==> src/rtl/exp_lut_arbiter.sv <==
// -----------------------------------------------------------------------------
// exp_lut_arbiter
//   Shares one dual-port exponent LUT (1-cycle read latency) among NUM_REQ SFU
//   lanes. Up to two requests are granted per cycle in round-robin order: the
//   first valid lane found from rr_ptr gets port A, the second gets port B.
//   The owning lane of each in-flight read is tagged through one register
//   stage, and the LUT result is registered into that lane's response slot.
//
// Ports
//   clk_i, rst_i         clock, synchronous active-high reset
//   req_valid_i/_addr_i  per-lane lookup request (lane i at [i*AW +: AW])
//   req_ready_o          per-lane grant, combinational
//   resp_valid_o/_data_o per-lane result strobe / held result
//   lut_en_o, lut_addr_a_o, lut_addr_b_o   LUT read drive
//   lut_q_a_i, lut_q_b_i                   LUT outputs, one cycle after lut_en
//   grant_cnt_o          saturating count of accepted requests
// -----------------------------------------------------------------------------

// Per-lane response register: loads from whichever port was tagged for this
// lane. The arbiter never tags both ports with the same lane.
module exp_lut_resp_lane #(
    parameter int DATA_WIDTH = 20
) (
    input  logic                  clk_i,
    input  logic                  rst_i,
    input  logic                  hit_a_i,
    input  logic                  hit_b_i,
    input  logic [DATA_WIDTH-1:0] q_a_i,
    input  logic [DATA_WIDTH-1:0] q_b_i,
    output logic                  valid_o,
    output logic [DATA_WIDTH-1:0] data_o
);
    always_ff @(posedge clk_i) begin
        if (rst_i) begin
            valid_o <= 1'b0;
            data_o  <= '0;
        end else begin
            valid_o <= hit_a_i | hit_b_i;
            if (hit_a_i)      data_o <= q_a_i;
            else if (hit_b_i) data_o <= q_b_i;
        end
    end
endmodule

module exp_lut_arbiter #(
    parameter int NUM_REQ    = 4,
    parameter int ADDR_WIDTH = 5,
    parameter int DATA_WIDTH = 20
) (
    input  logic                          clk_i,
    input  logic                          rst_i,
    input  logic [NUM_REQ-1:0]            req_valid_i,
    input  logic [NUM_REQ*ADDR_WIDTH-1:0] req_addr_i,
    output logic [NUM_REQ-1:0]            req_ready_o,
    output logic [NUM_REQ-1:0]            resp_valid_o,
    output logic [NUM_REQ*DATA_WIDTH-1:0] resp_data_o,
    output logic                          lut_en_o,
    output logic [ADDR_WIDTH-1:0]         lut_addr_a_o,
    output logic [ADDR_WIDTH-1:0]         lut_addr_b_o,
    input  logic [DATA_WIDTH-1:0]         lut_q_a_i,
    input  logic [DATA_WIDTH-1:0]         lut_q_b_i,
    output logic [15:0]                   grant_cnt_o
);
    localparam int IDW = $clog2(NUM_REQ);

    // (base + off) mod NUM_REQ, for base < NUM_REQ and off < NUM_REQ.
    function automatic logic [IDW-1:0] wrap_add(input logic [IDW-1:0] base, input int off);
        logic [IDW:0] s;
        s = {1'b0, base} + (IDW+1)'(off);
        if (s >= (IDW+1)'(NUM_REQ)) s = s - (IDW+1)'(NUM_REQ);
        return s[IDW-1:0];
    endfunction

    logic [NUM_REQ-1:0][ADDR_WIDTH-1:0] addr_v;
    assign addr_v = req_addr_i;

    logic [IDW-1:0] rr_ptr_q;
    logic           gnt_a, gnt_b;
    logic [IDW-1:0] id_a, id_b, idx;

    // Round-robin scan from rr_ptr; nothing is granted while in reset.
    always_comb begin
        gnt_a = 1'b0;
        gnt_b = 1'b0;
        id_a  = '0;
        id_b  = '0;
        idx   = '0;
        for (int k = 0; k < NUM_REQ; k++) begin
            idx = wrap_add(rr_ptr_q, k);
            if (req_valid_i[idx] && !rst_i) begin
                if (!gnt_a) begin
                    gnt_a = 1'b1;
                    id_a  = idx;
                end else if (!gnt_b) begin
                    gnt_b = 1'b1;
                    id_b  = idx;
                end
            end
        end
    end

    always_comb begin
        req_ready_o = '0;
        if (gnt_a) req_ready_o[id_a] = 1'b1;
        if (gnt_b) req_ready_o[id_b] = 1'b1;
    end

    assign lut_en_o     = gnt_a;   // port B is only used when A is
    assign lut_addr_a_o = gnt_a ? addr_v[id_a] : '0;
    assign lut_addr_b_o = gnt_b ? addr_v[id_b] : '0;

    // Pointer moves past the last lane granted this cycle.
    logic [IDW-1:0] last_id;
    assign last_id = gnt_b ? id_b : id_a;

    logic [1:0]  n_gnt;
    logic [16:0] cnt_sum;
    logic [15:0] grant_cnt_q;
    assign n_gnt   = {1'b0, gnt_a} + {1'b0, gnt_b};
    assign cnt_sum = {1'b0, grant_cnt_q} + 17'(n_gnt);

    // Tag stage: which lane owns the read currently inside the LUT.
    logic           va_q, vb_q;
    logic [IDW-1:0] ida_q, idb_q;

    always_ff @(posedge clk_i) begin
        if (rst_i) begin
            rr_ptr_q    <= '0;
            grant_cnt_q <= '0;
            va_q        <= 1'b0;
            vb_q        <= 1'b0;
            ida_q       <= '0;
            idb_q       <= '0;
        end else begin
            if (gnt_a) rr_ptr_q <= wrap_add(last_id, 1);
            grant_cnt_q <= cnt_sum[16] ? 16'hFFFF : cnt_sum[15:0];
            va_q        <= gnt_a;
            vb_q        <= gnt_b;
            ida_q       <= id_a;
            idb_q       <= id_b;
        end
    end

    assign grant_cnt_o = grant_cnt_q;

    // va/vb gate forwarding so a held (stale) LUT output is never returned.
    for (genvar g = 0; g < NUM_REQ; g++) begin : g_lane
        logic hit_a, hit_b;
        assign hit_a = va_q && (ida_q == IDW'(g));
        assign hit_b = vb_q && (idb_q == IDW'(g));
        exp_lut_resp_lane #(.DATA_WIDTH(DATA_WIDTH)) u_lane (
            .clk_i   (clk_i),
            .rst_i   (rst_i),
            .hit_a_i (hit_a),
            .hit_b_i (hit_b),
            .q_a_i   (lut_q_a_i),
            .q_b_i   (lut_q_b_i),
            .valid_o (resp_valid_o[g]),
            .data_o  (resp_data_o[g*DATA_WIDTH +: DATA_WIDTH])
        );
    end
endmodule

==> config.mk <==
export PLATFORM = sky130hd
export DESIGN_NAME = exp_lut_arbiter
export DESIGN_NICKNAME = d
export VERILOG_FILES = /design/src/rtl/exp_lut_arbiter.sv
export SDC_FILE = /design/constraint.sdc
export NUM_CORES = 1
export LEC_CHECK = 0
export ABC_AREA = 1
export CAP_MARGIN = 20
export CELL_PAD_IN_SITES_DETAIL_PLACEMENT = 0
export CELL_PAD_IN_SITES_GLOBAL_PLACEMENT = 1
export CORE_MARGIN = 4
export CORE_UTILIZATION = 35
export DETAILED_ROUTE_END_ITERATION = 16
export GPL_ROUTABILITY_DRIVEN = 0
export PLACE_DENSITY_LB_ADDON = 0.1
export SETUP_SLACK_MARGIN = 0.15
export SLEW_MARGIN = 20
export SYNTH_ARGS = -nofsm -noshare
export SYNTH_HDL_FRONTEND = slang
export SYNTH_HIERARCHICAL = 1
export SYNTH_SLANG_ARGS = --single-unit
==> constraint.sdc <==
create_clock -name clk_i -period 6.6 [get_ports clk_i]
set_input_delay 1.32 -clock clk_i [delete_from_list [all_inputs] [get_ports clk_i]]
set_output_delay 1.32 -clock clk_i [all_outputs]
set_load 0.1 [all_outputs]
==> flow_summary.json <==
{
  "worstSetupEndpointType": "output port",
  "floorplan.core_area_mm2": 0.0172,
  "cts.htree.levels": 3,
  "synth_area_per_cell_um2": 6.41,
  "period_minus_slack_ns": 5.35,
  "critPathLaunchType": "input port",
  "placed_cell_area_mm2": 0.00819,
  "grt_pass1_vias": 5648,
  "topRoutingLayerUsed": "met4",
  "top_level_ports": 181,
  "worst_path_most_repeated_cell": "sky130_fd_sc_hd__nand2_1",
  "clk_transition_reported_paths_ns": 0.07,
  "cts_tree": "built",
  "max_cap_violations": 0,
  "critical_path.cell_chain": "clkdlybuf4s50_1 > inv_2 > nand3_4 > inv_1 > ha_1 > nand3b_1 > nand2_1 > nand2_1 > nand2_1 > nand2_1 > nand2_1 > nor2_1 > o21ai_1 > nand2_1 > nor2_1 > buf_12",
  "cts_num_sinks": 108,
  "initial_util_pct": 35.6,
  "floorplan_row_count": 48,
  "detail_route.iter0.violations": 270,
  "timing.setup.tns_ns": 0,
  "detailroute.wirelength.met2_um": 9260,
  "wl_met3_um": 1010,
  "postRouteWirelength_um": 19900,
  "finalClockSkew_ns": 0.00705,
  "fin_cells": 1342,
  "drt_first_pass_iters": 5,
  "clk_path_buf_depth": 2,
  "rsz0062_at_grt": "no",
  "met1Wirelength_um": 9410,
  "hold_viol": 0,
  "die_width_um": 140,
  "place_inst": 1326,
  "endpoints_failing_setup": 0,
  "final-max-slew-violation-count": 0,
  "synth.net_count": 1029,
  "ant_nets": 0,
  "inserted_clock_buffers": 9,
  "arr_time_crit_path_ns": 4.03,
  "synth_seq_cells": 108,
  "io_buf_count": 180,
  "finalCritPeriodShare_pct": 81.0,
  "timing_worst_setup_path_type": "in -> out",
  "yosysWarnings": 6,
  "global_route_wire_length_before_repair_um": 31700,
  "cts_hold_buf": 0,
  "crit_required_ns": 5.28,
  "worst-path-max-fanout": 15,
  "dieArea_mm2": 0.0197,
  "route.detailed.drc": 0,
  "insertedDiodeCount": 0,
  "netlist_area_before_placement_mm2": 0.00614,
  "floorplan.die.height_um": 140,
  "via_to_cell_ratio": 4.66,
  "finalInstanceArea_mm2": 0.00847,
  "critical_path.max_stage_delay_ns": 0.44,
  "dp.final_hpwl_um": 14800,
  "synth.lib_cells_used.distinct": 40,
  "fmax_ghz": 0.187,
  "synth-seq-area-share_pct": 35.2,
  "layout.nets": 1182,
  "dr_total_vias": 6254,
  "root_buffer_master": "sky130_fd_sc_hd__clkbuf_16",
  "post-cts-setup-buffer-count": 0,
  "drive_above_1_share_pct": 9.04,
  "post_drt_wl_per_cell_um": 14.9,
  "timing.max_slew.rel_slack_pct": 29.5,
  "clk-insertion-delay-late_ns": 0.36,
  "outcome": "completed",
  "total_grt_usage_pct": 19.7,
  "syn_to_final_growth_pct": 37.9,
  "grt_antenna_before_repair": 0,
  "postSynthCellCount": 959,
  "timing.hold.worst.class": "reg -> reg",
  "global_route.overflow_total": 0,
  "number_of_instances_resized_during_post_cts_repair": 0,
  "worst_pin_slew_ns": 1.05,
  "critical-path-slowest-cell": "sky130_fd_sc_hd__clkdlybuf4s50_1",
  "grt_start_max_net_pins": 23
}
[worst max-delay path, delay by kind of cell]
kind / cells / cell delay [ns]
and+or+nand+nor: 10 / 1.25
AOI/OAI and AO/OA: 1 / 0.13
buffers and inverters: 4 / 1.11
adders and majority gates: 1 / 0.23
[cell usage after synthesis (all sizes together)]
| library cell | instances | area share (%) |
|---|---|---|
| a21oi | 10 | 1.0 |
| a31oi | 2 | 0.20 |
| and2 | 1 | 0.10 |
| and3 | 1 | 0.10 |
| buf | 37 | 3.9 |
| clkbuf | 10 | 0.61 |
| dfxtp | 108 | 35 |
| fa | 1 | 0.33 |
| ha | 3 | 0.61 |
| inv | 132 | 8.2 |
| nand2 | 356 | 24 |
| nand3 | 190 | 16 |
| nand3b | 3 | 0.37 |
| nand4 | 7 | 0.96 |
| nor2 | 54 | 4.0 |
| nor3 | 9 | 0.73 |
| nor3b | 1 | 0.12 |
| o211ai | 1 | 0.12 |
| o21ai | 22 | 1.9 |
| o22ai | 1 | 0.10 |
| o31ai | 1 | 0.12 |
| xnor2 | 3 | 0.43 |
| xor2 | 6 | 0.86 |
[worst paths after layout]
check | end | start | slack, ns | depth (start not counted)
worst max-delay path | lut_addr_a_o[3] | rst_i | 1.25 | 16
worst min-delay path | g_lane[1].u_lane/data_o[0] | g_lane[1].u_lane/data_o[0] | 0.54 | 4
worst max register to register | grant_cnt_o[14] | rr_ptr_q[0] | 2.78 | 20
worst min register to register | g_lane[1].u_lane/data_o[0] | g_lane[1].u_lane/data_o[0] | 0.54 | 4
[registers in the layout, indices dropped and copies added, names as in the netlist]
signal	cells
g_lane.u_lane/valid_o	4
g_lane.u_lane/data_o	80
vb_q	1
idb_q	2
rr_ptr_q	2
va_q	1
grant_cnt_o	16
ida_q	2
[area by class of cell]
cell class / count / area (um2)
clock inverters: 5 / 36.3
multi-input cells: 672 / 3240
inverters: 132 / 505
well taps: 225 / 282
fillers: 1845 / 8760
flip-flops and latches: 108 / 2160
repair buffers: 189 / 2010
clock buffers: 11 / 243
[cell usage in the layout, fill, tap and decap left out, drive strengths merged, types with 2 or more instances in the layout]
master,synthesis,final
a21oi,10,10
a31oi,2,2
buf,37,24
clkbuf,10,11
clkdlybuf4s50,0,165
clkinv,0,2
clkinvlp,0,2
dfxtp,108,108
ha,3,3
inv,132,133
nand2,356,356
nand3,190,190
nand3b,3,3
nand4,7,7
nor2,54,54
nor3,9,9
o21ai,22,22
xnor2,3,3
xor2,6,6
[metal layers]
metal	global-route usage, %	vias up
li1	-	3287
met1	27.3	2811
met2	31.7	141
met3	4.23	15
met4	4.33	0
met5	0	-
[per-stage QoR]
step           setup WS, ns  hold slack [ns]  utilization [%]
4_1_cts                1.25            0.547             49.2
3_3_place_gp           1.30            0.523             47.5
5_1_grt               0.995            0.586             49.2
2_1_floorplan         0.843            0.654                -
6_report               1.25            0.544             49.2
3_5_place_dp           1.28            0.526             47.5
[kinds of logic after synthesis]
family                     Yosys count  share of synthesized area [%]
AOI/OAI and AO/OA                   37                           3.40
xor gates and xnor gates             9                           1.28
adders and majority gates            4                          0.937
buffers and inverters              179                           12.8
DFF                                108                           35.2
and+or+nand+nor                    622                           46.4
Power is left out: the tool's default activity adds up to more than one toggle a clock period on the data nets, which glitch-free logic cannot reach.
